`src/rtl/sha_1_pkg.sv`:
```
// rtl/sha_1_pkg.sv - shared SHA-1 word/block types and padder constants
package sha_1_pkg;

    typedef logic [31:0] sha_word_t;
    typedef sha_word_t [15:0] sha_block_t;

    typedef enum logic [2:0] {
        FILL,
        PAD,
        ZERO,
        LEN,
        EMIT
    } pad_state_e;

    localparam logic [7:0] PAD_BYTE  = 8'h80;
    localparam int         LEN_POS   = 56;
    localparam int         BLK_BYTES = 64;

endpackage

```
`src/rtl/sha_1_block_buf.sv`:
```
// rtl/sha_1_block_buf.sv - 64-byte block buffer presented as sixteen big-endian words
module sha_1_block_buf
    import sha_1_pkg::*;
(
    input  logic        clk,
    input  logic        rst_n,
    input  logic        clr,
    input  logic        we,
    input  logic [5:0]  pos,
    input  logic [7:0]  data,
    input  logic        len_we,
    input  logic [63:0] len,
    output sha_block_t  words
);

    // Byte 0 of a word is its most significant byte, so the lane offset is (3 - pos%4) * 8.
    always_ff @(posedge clk or negedge rst_n) begin
        if (!rst_n) begin
            words <= '0;
        end else if (clr) begin
            words <= '0;
        end else begin
            if (we) begin
                words[pos[5:2]][{~pos[1:0], 3'b000} +: 8] <= data;
            end
            if (len_we) begin
                words[14] <= len[63:32];
                words[15] <= len[31:0];
            end
        end
    end

endmodule

```
`src/rtl/sha_1_padder.sv`:
```
// rtl/sha_1_padder.sv - byte-stream to padded 512-bit SHA-1 block packer
module sha_1_padder
    import sha_1_pkg::*;
#(
    parameter int LEN_W = 64
) (
    input  logic        clk,
    input  logic        rst_n,
    input  logic        in_valid,
    output logic        in_ready,
    input  logic [7:0]  in_data,
    input  logic        in_last,
    input  logic        in_empty,
    output logic [31:0] blk_data [15:0],
    output logic        blk_valid,
    input  logic        blk_ready,
    output logic        blk_first,
    output logic        blk_last
);

    pad_state_e       state_q, state_d;
    pad_state_e       ret_q, ret_d;
    logic [5:0]       pos_q, pos_d;
    logic [LEN_W-1:0] len_q, len_d;
    logic             first_q, first_d;
    logic             lastp_q, lastp_d;
    logic             run_q;

    logic             buf_clr, buf_we, buf_len_we;
    logic [7:0]       buf_byte;
    logic [63:0]      bit_len;
    sha_block_t       words;

    assign bit_len = 64'(len_q) << 3;

    sha_1_block_buf u_buf (
        .clk    (clk),
        .rst_n  (rst_n),
        .clr    (buf_clr),
        .we     (buf_we),
        .pos    (pos_q),
        .data   (buf_byte),
        .len_we (buf_len_we),
        .len    (bit_len),
        .words  (words)
    );

    always_comb begin
        for (int i = 0; i < 16; i++) begin
            blk_data[i] = words[i];
        end
    end

    assign blk_first = first_q;
    assign blk_last  = lastp_q;

    // run_q holds in_ready low while in reset and until the first edge after release.
    always_ff @(posedge clk or negedge rst_n) begin
        if (!rst_n) begin
            state_q <= FILL;
            ret_q   <= FILL;
            pos_q   <= '0;
            len_q   <= '0;
            first_q <= 1'b1;
            lastp_q <= 1'b0;
            run_q   <= 1'b0;
        end else begin
            state_q <= state_d;
            ret_q   <= ret_d;
            pos_q   <= pos_d;
            len_q   <= len_d;
            first_q <= first_d;
            lastp_q <= lastp_d;
            run_q   <= 1'b1;
        end
    end

    always_comb begin
        state_d    = state_q;
        ret_d      = ret_q;
        pos_d      = pos_q;
        len_d      = len_q;
        first_d    = first_q;
        lastp_d    = lastp_q;
        buf_clr    = 1'b0;
        buf_we     = 1'b0;
        buf_len_we = 1'b0;
        buf_byte   = in_data;
        in_ready   = 1'b0;
        blk_valid  = 1'b0;

        case (state_q)
            FILL: begin
                in_ready = run_q;
                if (run_q && in_valid) begin
                    if (in_empty) begin
                        state_d = PAD;
                    end else begin
                        buf_we = 1'b1;
                        pos_d  = pos_q + 6'd1;
                        len_d  = len_q + LEN_W'(1);
                        if (pos_q == 6'(BLK_BYTES - 1)) begin
                            state_d = EMIT;
                            ret_d   = in_last ? PAD : FILL;
                        end else if (in_last) begin
                            state_d = PAD;
                        end
                    end
                end
            end
            PAD: begin
                buf_we   = 1'b1;
                buf_byte = PAD_BYTE;
                pos_d    = pos_q + 6'd1;
                if (pos_q == 6'(BLK_BYTES - 1)) begin
                    state_d = EMIT;
                    ret_d   = ZERO;
                end else begin
                    state_d = ZERO;
                end
            end
            ZERO: begin
                // A pad that lands past the length field zero-fills to the end, emits, and resumes here at byte 0.
                if (pos_q == 6'(LEN_POS)) begin
                    state_d = LEN;
                end else begin
                    buf_we   = 1'b1;
                    buf_byte = 8'h00;
                    pos_d    = pos_q + 6'd1;
                    if (pos_q == 6'(BLK_BYTES - 1)) begin
                        state_d = EMIT;
                        ret_d   = ZERO;
                    end
                end
            end
            LEN: begin
                buf_len_we = 1'b1;
                lastp_d    = 1'b1;
                state_d    = EMIT;
            end
            EMIT: begin
                blk_valid = 1'b1;
                if (blk_ready) begin
                    buf_clr = 1'b1;
                    pos_d   = '0;
                    first_d = 1'b0;
                    if (lastp_q) begin
                        first_d = 1'b1;
                        lastp_d = 1'b0;
                        len_d   = '0;
                        state_d = FILL;
                    end else begin
                        state_d = ret_q;
                    end
                end
            end
            default: state_d = FILL;
        endcase
    end

endmodule
```
`config.mk`:
```
export PLATFORM = sky130hd
export DESIGN_NAME = sha_1_padder
export DESIGN_NICKNAME = d
export VERILOG_FILES = /design/src/rtl/sha_1_pkg.sv /design/src/rtl/sha_1_block_buf.sv /design/src/rtl/sha_1_padder.sv
export SDC_FILE = /design/constraint.sdc
export NUM_CORES = 1
export LEC_CHECK = 0
export CAP_MARGIN = 25
export CORE_MARGIN = 2
export CORE_UTILIZATION = 52
export DETAILED_ROUTE_END_ITERATION = 10
export PLACE_DENSITY = 0.81
export SLEW_MARGIN = 20
export SYNTH_ARGS = -nofsm -noshare
export SYNTH_HDL_FRONTEND = slang
export SYNTH_SLANG_ARGS = --single-unit
```
`constraint.sdc`:
```
create_clock -name clk -period 3.3 [get_ports clk]
set_clock_uncertainty 0.15 [all_clocks]
set_input_delay 0.495 -clock clk [delete_from_list [all_inputs] [get_ports clk]]
set_output_delay 0.495 -clock clk [all_outputs]
set_load 0.01 [all_outputs]
```
# [Word level (Yosys, flattened, before mapping)]
# Index checks and enable logic that the tools add are counted.
[classes] n_addsub=3 mul=0 div=0 magnitude_cmp=2 eq_ne=14 shift=2 muxes=47 bitwise_logic=1 n_reduce_logical=15
[ops] operator="$mux W512" count=2
[ops] operator="$bwmux W512" count=1
[ops] operator="$mux W64" count=5
[ops] operator="$demux W32 S4" count=1
[ops] operator="$pmux W64 S2" count=1
[ops] operator="$add A64 B1 Y64 const B" count=1
[ops] operator="$mux W3" count=14
[ops] operator="$mux W32" count=1
[ops] operator="$shift A8 B7 Y32 const A" count=1
[ops] operator="$shiftx A8 B7 Y32" count=1
[ops] operator="$mux W6" count=4
[ops] operator="$pmux W6 S4" count=1
[ops] operator="$pmux W8 S2" count=1
[ops] operator="$pmux W3 S5" count=1
[ops] operator="$reduce_and A5 Y1" count=3
[ops] operator="$eq A6 B6 Y1 const B" count=2
[ops] operator="$ne A2 B2 Y1 const B" count=6
[ops] operator="$mux W1" count=11
[ops] operator="$pmux W3 S3" count=1
[ops] operator="$mux W8" count=1
[ops] operator="$neg A5 Y7" count=1
[ops] operator="$add A6 B1 Y6 const B" count=1
[ops] operator="$eq A3 B2 Y1 const B" count=2
[ops] operator="$reduce_bool A2 Y1" count=3
[ops] operator="15 further kinds" count=18
[totals] ff_bits=591 latchBits=0 mem_bits_rw=0 romBits=0 in_bits=14 output_inout_bits=516 word_cells=107 memories=0

# [Longest topological paths before layout]
# Gate-level depths: netlist (run 1).
[logic_depth] depth_word=9 ltp_mapped=10 ltp_nobuf=7

# [Hierarchy]
# From an unflattened synthesis (run 1), not the netlist that was laid out.
[unflattened] hier_cells=2442 area_unflattened_um2=24638.6
[modules_own_cells] mod="sha_1_block_buf" n_inst=1 cells_per_inst=1964 area_per_inst_um2=20377.0 seq_area_each_um2=12812.3
[modules_own_cells] mod="sha_1_padder" n_inst=1 cells_per_inst=478 area_per_inst_um2=4261.6 seq_area_each_um2=1878.1

# [Worst setup path after synthesis (run 1)]
# No wires, ideal clock.
[synth_timing] path_type="reg2reg" from="register pos_q[0]" to="register u_buf.words[431] (netlist bit)" setup_ns=0.080 t_arrival_ns=2.323 t_required_ns=3.070 setup_slack_ns=0.747 stages_incl_launch_ff=11 path_buffers=4 synth_period_minus_slack_ns=2.553 path_cell_list="dfrtp_1 -> clkbuf_1 -> inv_1 -> ha_1 -> buf_2 -> a21oi_1 -> buf_2 -> o211ai_2 -> buf_6 -> nor2_4 -> mux2i_1"
[synth_via] elab_chain_len=8 word_cells_on_any_way=15 classes_between="1 x add/sub; 1 x eq/ne; 2 x shift; 9 x mux; 1 x bitwise; 1 x reduce/logical"
[synth_lines] element="start: declaration" line="sha_1_padder.sv:23" source="logic [5:0] pos_q, pos_d;"
[synth_lines] element="start signal: assignment" line="sha_1_padder.sv:70" source="pos_q <= pos_d;"
[synth_lines] element="$not A2 Y2" line="sha_1_block_buf.sv:24" source="words[pos[5:2]][{~pos[1:0], 3'b000} +: 8] <= data;"
[synth_lines] element="$neg A5 Y7" line="sha_1_block_buf.sv:24"
[synth_lines] element="$shift A8 B7 Y32" line="sha_1_block_buf.sv:24"
[synth_lines] element="$mux W32 (not written as such)" line="sha_1_block_buf.sv:24"
[synth_lines] element="$demux W32 S4"
[synth_lines] element="$bwmux W512" line="sha_1_block_buf.sv:24"
[synth_lines] element="$mux W512" line="sha_1_block_buf.sv:23" source="if (we) begin"
[synth_lines] element="$mux W512" line="sha_1_block_buf.sv:20" source="end else if (clr) begin"
[synth_lines] element="end signal: indexed assignment" line="sha_1_block_buf.sv:24"
[synth_lines] element="end: declaration" line="sha_1_block_buf.sv:13" source="output sha_block_t words"
# Parallel ways exist; a longest one is shown, timed or not. The select of a mux whose other input is x is not followed.
# A chain may end at the register's enable or synchronous reset.

# [Worst setup path after layout (run 1)]
[layout_timing] from="register state_q[2]" to="output port in_ready"
[layout_via] elab_chain_len=2
[layout_lines] element="start: declaration" line="sha_1_padder.sv:21" source="pad_state_e state_q, state_d;"
[layout_lines] element="start signal: assignment" line="sha_1_padder.sv:68" source="state_q <= state_d;"
[layout_lines] element="$logic_not A3 Y1" line="sha_1_padder.sv:92" source="case (state_q)"
[layout_lines] element="$mux W1" line="sha_1_padder.sv:92"
[layout_lines] element="end: declaration" line="sha_1_padder.sv:10" source="output logic in_ready,"
# Every way passes these cells.

==> flow_metrics.env, run 1 <==
export IMPL_grt_pass1_wl_um=134000
export IMPL_top_layer="met4"
export IMPL_syn_cell_area_um2=25500
export IMPL_hold_class="input port to async pin"
export IMPL_die_x_um=226
export IMPL_grtUsageTotal=0.349
export IMPL_critPathArrivalTime_ps=2600
export IMPL_power_leakage_nw=14.0
export IMPL_wl_met3_um=7530
export IMPL_p_clk_frac=0.310
export IMPL_setup_worst_path_start_class="register"
export IMPL_synth_top_family_by_area="simple AND/OR/NAND/NOR gates"
export IMPL_peakVddDrop_uv=480
export IMPL_insertion_delay_ps=640
export IMPL_vias_per_cell=6.15
export IMPL_synthXorXnorAreaFrac=0.00652
export IMPL_die_y_um=226
export IMPL_period_minus_slack_ps=3250
export IMPL_p_seq_frac=0.394
export IMPL_numCtsBuffers=58
export IMPL_max_freq_mhz=308
export IMPL_drc=0
export IMPL_power_density_nw_per_um2=672
export IMPL_synth_fp_nets=2424
export IMPL_drtIter0Drc=2512
export IMPL_synthSimpleGateAreaFrac=0.174
export IMPL_critical_path_peak_fanout=18
export IMPL_outcome="finished, final reports clean"
export IMPL_syn_avg_cell_area_um2=10.6
export IMPL_synth_largest_area_cell="dfrtp_1"
export IMPL_final_max_slew_violation_count=0
export IMPL_p_int_mw=14.9
export IMPL_initial_utilization=0.525
export IMPL_yosysUniqueCellTypes=76
export IMPL_dieArea_um2=50900
export IMPL_area_delta_synth_final_pct=32.4
export IMPL_power_mw=22.7
export IMPL_dp_hpwl_um=61900
export IMPL_hold_viol=0
export IMPL_synth_seq_area_share=0.576
export IMPL_wl_met1_um=34300
export IMPL_fin_crit_sh=0.984
export IMPL_synth_compound_area_frac=0.108
export IMPL_max_slew_margin_rel=0.318
export IMPL_post_cts_repair_setup_buffers=0
export IMPL_synth_area_leaders="dfrtp_1 (57%), mux2i_1 (10%), nand2_1 (5.4%)"
export IMPL_synth_edf_count=0
export IMPL_crit_path_top_delay_cell="dfrtp_1"
export IMPL_root_buffer="clkbuf_16"
export IMPL_clkSinkCount=587
export IMPL_drv_cap=0
export IMPL_synth_top_area_share=0.575
export IMPL_worstSetupPathType="register to output pin"
export IMPL_p_switching_mw=7.83
export IMPL_antenna_found_initial=2
export IMPL_grt_max_degree=123
export IMPL_muxShareOfSynthArea=0.100
export IMPL_wl_met2_um=42400
export IMPL_fillCellCount=3542
export IMPL_cts_reportedPaths_clkPinSlew_ps=60
export IMPL_pin_count=530
export IMPL_slowest_delay_ps=650
export IMPL_crit_required_ps=2650
export IMPL_vias=22051
export IMPL_drive_gt1_frac=0.0888
export IMPL_yosys_warnings=0
export IMPL_synth_cells=2404
export IMPL_ys_ff_latch=587
export IMPL_swShare=0.345
export IMPL_end_kind="output pin"
export IMPL_htree_levels=2
export IMPL_synthArstFlopShare=1.00
export IMPL_synth_flop_cell="dfrtp_1"
export IMPL_cts_max_path_buffers=3
export IMPL_firstDrtPassIters=6
export IMPL_pwr_share_comb=0.296
export IMPL_layout_commonest_cell="dfrtp_1"
export IMPL_cts_tree="yes"
export IMPL_finalSetupTns_ps=0
export IMPL_gp_congestion=0.947
export IMPL_synthAdderAreaFrac=0.00294
export IMPL_setup_viol=0
export IMPL_r2r_cells=6
export IMPL_tightest_slew_ps=1020
export IMPL_wire_per_inst_um=24.9
export IMPL_final_cell_mix="dfrtp_1 (586), clkdlybuf4s50_1 (528), nand2_1 (363), mux2i_1 (254), o21ai_0 (240)"
export IMPL_port_buffers=529
export IMPL_crit_chain="inv_2, buf_4, and3_1, clkdlybuf4s50_1"
export IMPL_grt_overflow=0
export IMPL_core_um2=48600
export IMPL_nNetsFinal=2934
export IMPL_ant_nets=0
export IMPL_rows=81
export IMPL_grt_pass1_vias=21697
export IMPL_wl_um=89500
==> power groups by stage <==
stage	Combinational (mW)	Sequential [mW]	Clock [mW]
2_1_floorplan	2.82	9.15	0
3_3_place_gp	6.46	9.00	0
3_5_place_dp	6.60	9.03	0
4_1_cts	6.65	8.92	7.09
5_1_grt	7.12	9.02	7.39
6_report	6.73	8.95	7.04
==> cells by family after synthesis <==
group           after synthesis
simple gates                891
flops                       587
compound gates              443
mux                         255
buf+inv                     202
xor+xnor                     19
fa+ha+maj                     6
other cells                   1
==> per-stage QoR <==
step | hold slack [ps] | worst slack (ps) | utilization | std cells | area, um^2
2_1_floorplan | 49.4 | 747 | - | 2404 | 25500
3_3_place_gp | 310 | 270 | 0.652 | 3474 | 31700
3_5_place_dp | 311 | 207 | 0.652 | 3474 | 31700
4_1_cts | 250 | 74.4 | 0.694 | 3584 | 33800
5_1_grt | 268 | -1.08 | 0.695 | 3587 | 33800
6_report | 240 | 54.3 | 0.695 | 3587 | 33800
==> final timing paths <==
check	from	to	slack, ps
worst max-delay path	state_q[2]$_DFFE_PN0P_	in_ready	50
worst min-delay path	rst_n	u_buf.words[325]$_DFFE_PN0P_	240
worst max register to register	pos_q[0]$_DFFE_PN0P_	u_buf.words[72]$_DFFE_PN0P_	140
worst min register to register	blk_first$_DFFE_PN1P_	blk_first$_DFFE_PN1P_	330
max in group asynchronous	rst_n	u_buf.words[438]$_DFFE_PN0P_	1710
min in group clk	blk_first$_DFFE_PN1P_	blk_first$_DFFE_PN1P_	330
==> layer usage <==
metal  global-route usage  vias up
met5                    0        -
met4                0.192        0
met3               0.0645      282
met2                0.556     1214
met1                0.455    11031
li1                     -     9524
==> worst max-delay path, delay by kind of cell (launching register included) <==
family	cells	cell delay, ps
DFF	1	650
and+or+nand+nor	1	250
buffers and inverters	3	1060
==> state kept, by name, indices dropped and copies added, names as in the netlist <==
signal       flops
run_q            1
ret_q            2
pos_q            6
u_buf.words    512
len_q           61
state_q          3
blk_first        1
blk_last         1
==> final cells by class <==
class                           count  area [um^2]  share of cell area
Sequential cell                   587        14700               0.435
Multi-Input combinational cell   1615        10000               0.296
Timing Repair Buffer              634         6200               0.184
Clock buffer                       88         1760              0.0519
Tap cell                          622          778              0.0230
Clock inverter                     21          284             0.00840
Inverter                           18         67.6             0.00200
Antenna cell                        2         5.00            0.000148
==> cell usage after synthesis, drive strengths merged (21+ instances only) <==
library cell    n
or4            21
dfrtp         586
clkbuf        123
nor3           23
nand2         366
mux2i         254
a21oi          48
nand4          26
nor2           92
and2           39
nand3         237
a221o          28
or3            24
o21ai         264
buf            61
==> repair_timing <==
item | CTS | global route
hold buffers | 1 | 0
gates resized for setup | 0 | 2
endpoints found under the setup margin | 0 | 11
endpoints found under the hold margin | 47 | 0
Note: power is estimated with default switching activity, not from simulation.
==> run 2, diff against run 1 <==
--- a/config.mk
+++ b/config.mk
@@ -9,7 +9,7 @@
 export CORE_MARGIN = 2
 export CORE_UTILIZATION = 52
 export DETAILED_ROUTE_END_ITERATION = 10
-export PLACE_DENSITY = 0.81
+export PLACE_DENSITY_LB_ADDON = 0.12
 export SLEW_MARGIN = 20
 export SYNTH_ARGS = -nofsm -noshare
 export SYNTH_HDL_FRONTEND = slang
==> constraint.sdc (replaced) <==
create_clock -name clk -period 3.5 [get_ports clk]
set_clock_uncertainty 0.15 [all_clocks]
set_input_delay 0.525 -clock clk [delete_from_list [all_inputs] [get_ports clk]]
set_output_delay 0.525 -clock clk [all_outputs]
set_load 0.01 [all_outputs]
==> run 2 against run 1 <==
Core utilization decreased by 0.40 points; register-to-register slack improved by 160 ps; wire length fell by 1.3%; critical endpoint is now u_buf.words[395]$_DFFE_PN0P_; sequential power down 5.9%; setup slack gained 250 ps; clock power is 8.0% lower; non-clock buffer count down 18; global-route usage down 0.69 points; critical path depth increased by 2; first-iteration DRC count is 15% lower; cell area fell by 0.58%; sequential share of layout area rose by 0.25 points.
==> flow_metrics.env, run 2 (synthesis results as in run 1) <==
export IMPL_p_switching_mw=7.19
export IMPL_p_clk_frac=0.308
export IMPL_root_buffer="clkbuf_16"
export IMPL_drive_gt1_frac=0.0796
export IMPL_final_cell_mix="dfrtp_1 (586), clkdlybuf4s50_1 (528), nand2_1 (365), mux2i_1 (254), o21ai_0 (240)"
export IMPL_tightest_slew_ps=978
export IMPL_grt_overflow=0
export IMPL_firstDrtPassIters=5
export IMPL_fillCellCount=3664
export IMPL_drc=0
export IMPL_outcome="finished, final reports clean"
export IMPL_layout_commonest_cell="dfrtp_1"
export IMPL_pin_count=530
export IMPL_period_minus_slack_ps=3200
export IMPL_critical_path_top_delay_family="simple AND/OR/NAND/NOR gates"
export IMPL_dp_hpwl_um=60700
export IMPL_initial_utilization=0.525
export IMPL_slowest_delay_ps=600
export IMPL_largest_reg_flops=512
export IMPL_finalSetupTns_ps=0
export IMPL_drtIter0Drc=2134
export IMPL_crit_chain="inv_1, ha_1, a311oi_4, nor2_1, nand2_1, mux2i_1"
export IMPL_critical_path_peak_fanout=14
export IMPL_p_int_mw=13.8
export IMPL_cts_tree="yes"
export IMPL_die_x_um=226
export IMPL_dieArea_um2=50900
export IMPL_post_cts_repair_setup_buffers=0
export IMPL_finalNonFillerCells=3566
export IMPL_dpl_cell_count=3455
export IMPL_die_y_um=226
export IMPL_p_seq_frac=0.401
export IMPL_core_um2=48600
export IMPL_max_slew_margin_rel=0.344
export IMPL_vias_per_cell=6.04
export IMPL_multi_input_area_um2=10000
export IMPL_insertion_delay_ps=620
export IMPL_drv_cap=0
export IMPL_area_delta_synth_final_pct=31.7
export IMPL_crit_path_top_delay_cell="nand2_1"
export IMPL_nNetsFinal=2917
export IMPL_gp_congestion=0.916
export IMPL_wire_per_inst_um=24.8
export IMPL_wl_um=88300
export IMPL_vias=21532
export IMPL_grt_pass1_wl_um=132000
export IMPL_end_kind="register"
export IMPL_worstSetupPathType="register to register"
export IMPL_path_buf_inv=1
export IMPL_clkSinkCount=587
export IMPL_port_buffers=529
export IMPL_ant_nets=0
export IMPL_grt_max_degree=197
export IMPL_pwr_share_comb=0.291
export IMPL_grtUsageTotal=0.342
export IMPL_grt_pass1_vias=20947
export IMPL_seq_area_um2=14700
export IMPL_crit_required_ps=3850
export IMPL_cts_reportedPaths_clkPinSlew_ps=70
export IMPL_top_register="u_buf.words"
export IMPL_cts_resized=0
export IMPL_critPathArrivalTime_ps=3550
export IMPL_fin_crit_sh=0.913
export IMPL_hold_class="register to register"
export IMPL_antenna_found_initial=5
export IMPL_htree_levels=2
export IMPL_setup_worst_path_start_class="register"
export IMPL_grt_setup_unrepaired="false"
export IMPL_peakVddDrop_uv=426
export IMPL_cts_max_path_buffers=3
export IMPL_setup_viol=0
export IMPL_max_freq_mhz=313
export IMPL_numCtsBuffers=59
export IMPL_power_leakage_nw=13.9
export IMPL_rows=81
export IMPL_top_regs="u_buf.words (512), len_q (61), pos_q (6)"
export IMPL_hold_viol=0
export IMPL_final_max_slew_violation_count=0
export IMPL_power_density_nw_per_um2=625
export IMPL_swShare=0.342
[run 2: changes by cell type in the layout (fill, tap and decap cells not counted), moves of 2 or more]
cell      before  now
clkbuf_8      17   12
buf_12         9   11
nand2_2        2    0
clkbuf_1      12   17
buf_4         94   74
clkinv_4       2    0
clkinv_2      10    8
nand2_1      363  365
[run 2: final cells by class]
type,count,area share
Antenna cell,3,0.000223
Inverter,18,0.00201
Clock inverter,17,0.00730
Timing Repair Buffer,616,0.181
Tap cell,622,0.0232
Clock buffer,88,0.0507
Multi-Input combinational cell,1615,0.298
Sequential cell,587,0.437
[run 2: final timing paths]
path / start / to / slack (ps) / depth (start not counted)
min in group asynchronous: rst_n / u_buf.words[395]$_DFFE_PN0P_ / 340 / 2
min: blk_first$_DFFE_PN1P_ / blk_first$_DFFE_PN1P_ / 320 / 2
min reg2reg: blk_first$_DFFE_PN1P_ / blk_first$_DFFE_PN1P_ / 320 / 2
max reg2reg: pos_q[0]$_DFFE_PN0P_ / u_buf.words[395]$_DFFE_PN0P_ / 300 / 6
max in group asynchronous: rst_n / u_buf.words[398]$_DFFE_PN0P_ / 1770 / 3
max: pos_q[0]$_DFFE_PN0P_ / u_buf.words[395]$_DFFE_PN0P_ / 300 / 6
[run 2: tightest hold or removal path, delay by kind of cell (launching register included)]
kind | cells | cell delay [ps]
AND/OR/NAND/NOR | 2 | 100
flip-flops | 1 | 370
[run 2: repair_timing]
action                                  4_1_cts  5_1_grt
hold buffers                                  1        0
hold endpoints to repair                     66        0
endpoints found under the setup margin        0        0
[run 2: power by group through the flow]
stage	clock, mW	sequential (mW)	combinational [mW]
floorplan	0	8.63	2.65
global route	6.80	8.51	6.52
finish	6.48	8.42	6.12
detailed placement	0	8.51	6.07
global placement	0	8.48	5.94
CTS	6.51	8.40	6.10
[run 2: metal layers]
layer | global-route usage | up-vias | wire length (um)
li1 | - | 9496 | -
met1 | 0.449 | 10868 | 35400
met2 | 0.551 | 958 | 41900
met3 | 0.0731 | 206 | 6940
met4 | 0.151 | 4 | 4000
met5 | 0 | - | 25
[run 2: through the flow]
| stage | utilization | setup slack (ps) | power (mW) | hold slack, ps | area [um^2] |
|---|---|---|---|---|---|
| finish | 0.691 | 304 | 21.0 | 318 | 33600 |
| CTS | 0.690 | 349 | 21.0 | 325 | 33600 |
| global placement | 0.650 | 456 | 14.4 | 305 | 31600 |
| floorplan | - | 947 | 11.3 | 79.4 | 25500 |
| global route | 0.691 | 110 | 21.8 | 332 | 33600 |
| detailed placement | 0.650 | 358 | 14.6 | 310 | 31600 |
==> run 3, diff against run 2 <==
--- a/config.mk
+++ b/config.mk
@@ -6,7 +6,6 @@
 export NUM_CORES = 1
 export LEC_CHECK = 0
 export CAP_MARGIN = 25
-export CORE_MARGIN = 2
 export CORE_UTILIZATION = 52
 export DETAILED_ROUTE_END_ITERATION = 10
 export PLACE_DENSITY_LB_ADDON = 0.12
==> run 3 against run 2 <==
Wire length is 2.0% lower; clock-buffer cell count up 1; via count down 1.1%; hold slack got worse by 58 ps; non-clock buffer count decreased by 6; final cell count decreased by 0.36%; setup slack better by 9.0 ps; core utilization up 0.88 points; die area shrank 1.8%; register-to-register slack better by 80 ps; combinational power fell by 0.8%; first-iteration DRC count down 3.3%; critical path type is now register to output pin; largest power group unchanged; highest routed layer unchanged.
==> flow_metrics.env, run 3 (synthesis results as in run 1) <==
export IMPL_cts_max_path_buffers=3
export IMPL_r2r_cells=6
export IMPL_finalSetupTns_ps=0
export IMPL_worstSetupEndpoint="in_ready"
export IMPL_top_register="u_buf.words"
export IMPL_dieArea_um2=50000
export IMPL_num_antenna_cells=0
export IMPL_htree_levels=2
export IMPL_end_kind="output pin"
export IMPL_root_buffer="clkbuf_16"
export IMPL_antenna_found_initial=3
export IMPL_max_slew_margin_rel=0.317
export IMPL_drv_cap=0
export IMPL_grt_setup_unrepaired="false"
export IMPL_port_buffers=529
export IMPL_wl_um=86500
export IMPL_vias=21290
export IMPL_grt_max_degree=186
export IMPL_outcome="finished, final reports clean"
export IMPL_multi_input_area_um2=10000
export IMPL_max_freq_mhz=314
export IMPL_clkSinkCount=587
export IMPL_r2r_start="pos_q[0]$_DFFE_PN0P_"
export IMPL_cts_reportedPaths_clkPinSlew_ps=70
export IMPL_p_clk_frac=0.314
export IMPL_hold_viol=0
export IMPL_die_x_um=224
export IMPL_peakVddDrop_uv=420
export IMPL_largest_reg_flops=512
export IMPL_drc=0
export IMPL_p_switching_mw=7.21
export IMPL_initial_utilization=0.531
export IMPL_finalWorstSetupSlack_ps=313
export IMPL_p_int_mw=14.0
export IMPL_setup_viol=0
export IMPL_grtUsageTotal=0.345
export IMPL_ant_nets=0
export IMPL_power_mw=21.2
export IMPL_final_max_slew_violation_count=0
export IMPL_critPathArrivalTime_ps=2510
export IMPL_nNetsFinal=2911
export IMPL_pwr_share_comb=0.287
export IMPL_firstDrtPassIters=5
export IMPL_drive_gt1_frac=0.0813
export IMPL_cts_tree="yes"
export IMPL_worstSetupPathType="register to output pin"
export IMPL_crit_required_ps=2820
export IMPL_reg2reg_slack_ps=380
export IMPL_grt_pass1_wl_um=131000
export IMPL_drtIter0Drc=2064
export IMPL_design_area_um2=33600
export IMPL_setup_worst_path_start_class="register"
export IMPL_swShare=0.340
export IMPL_pin_count=530
export IMPL_p_seq_frac=0.399
export IMPL_layout_commonest_cell="dfrtp_1"
export IMPL_wire_per_inst_um=24.4
export IMPL_tightest_slew_ps=1020
export IMPL_grt_overflow=0
export IMPL_insertion_delay_ps=620
export IMPL_power_leakage_nw=13.9
export IMPL_top_regs="u_buf.words (512), len_q (61), pos_q (6)"
export IMPL_cts_resized=0
export IMPL_r2r_end="u_buf.words[285]$_DFFE_PN0P_"
export IMPL_core_um2=48000
export IMPL_die_y_um=224
export IMPL_fin_crit_sh=0.910
export IMPL_final_cell_mix="dfrtp_1 (586), clkdlybuf4s50_1 (528), nand2_1 (365), mux2i_1 (254), o21ai_0 (240)"
export IMPL_power_density_nw_per_um2=630
export IMPL_seq_area_um2=14700
export IMPL_dp_hpwl_um=60600
export IMPL_whs_ps=260
export IMPL_period_minus_slack_ps=3190
export IMPL_post_place_ws_ps=379
export IMPL_area_delta_synth_final_pct=31.7
export IMPL_numCtsBuffers=59
export IMPL_dpl_cell_area_um2=31500
export IMPL_grt_pass1_vias=20589
export IMPL_critical_path_peak_fanout=15
export IMPL_vias_per_cell=5.99
export IMPL_gp_congestion=0.916
export IMPL_hold_class="input port to async pin"
export IMPL_startpoint="state_q[2]$_DFFE_PN0P_"
export IMPL_post_cts_repair_setup_buffers=0
export IMPL_rows=80
export IMPL_fillCellCount=3603
[run 3: timing repair]
action                                  CTS  global route
hold buffers                              1             0
endpoints found under the setup margin    0             0
endpoints found under the hold margin    52             0
[run 3: per-layer routing]
metal / track usage / up-vias / wire, um
met5: 0 / - / 40
met4: 0.155 / 6 / 4110
met3: 0.0602 / 201 / 5720
met2: 0.549 / 855 / 41100
met1: 0.465 / 10744 / 35500
li1: - / 9484 / -
[run 3: layout make-up]
class / count / area share
Clock buffer: 89 / 0.0532
Sequential cell: 587 / 0.437
Timing Repair Buffer: 610 / 0.179
Clock inverter: 19 / 0.00763
Tap cell: 615 / 0.0229
Multi-Input combinational cell: 1615 / 0.298
Inverter: 18 / 0.00201
[run 3: through the flow]
step / util / std cells
6_report: 0.700 / 3553
5_1_grt: 0.700 / 3553
4_1_cts: 0.699 / 3550
3_5_place_dp: 0.656 / 3441
3_3_place_gp: 0.656 / 3440
2_1_floorplan: - / 2404
[run 3: how the worst min path moves through the flow]
stage / startpoint / end / slack (ps) / cells after the start
2_1_floorplan: rst_n / blk_last$_DFFE_PN0P_ / 80 / 0
3_3_place_gp: blk_first$_DFFE_PN1P_ / blk_first$_DFFE_PN1P_ / 300 / 2
3_5_place_dp: blk_first$_DFFE_PN1P_ / blk_first$_DFFE_PN1P_ / 300 / 2
4_1_cts: blk_first$_DFFE_PN1P_ / blk_first$_DFFE_PN1P_ / 310 / 2
5_1_grt: rst_n / u_buf.words[360]$_DFFE_PN0P_ / 310 / 2
6_report: rst_n / u_buf.words[360]$_DFFE_PN0P_ / 260 / 2
[run 3: power by group through the flow]
stage	combinational (mW)	sequential [mW]	clock, mW
floorplan	2.65	8.63	0
global placement	5.92	8.50	0
detailed placement	6.01	8.54	0
CTS	6.05	8.42	6.72
global route	6.45	8.53	6.96
finish	6.07	8.45	6.66
[run 3: critical path, cell delays in order, from the launching register on]
cell             delay, ps
dfrtp_1                580
inv_2                  210
buf_4                  250
and3_1                 270
clkdlybuf4s50_1        560
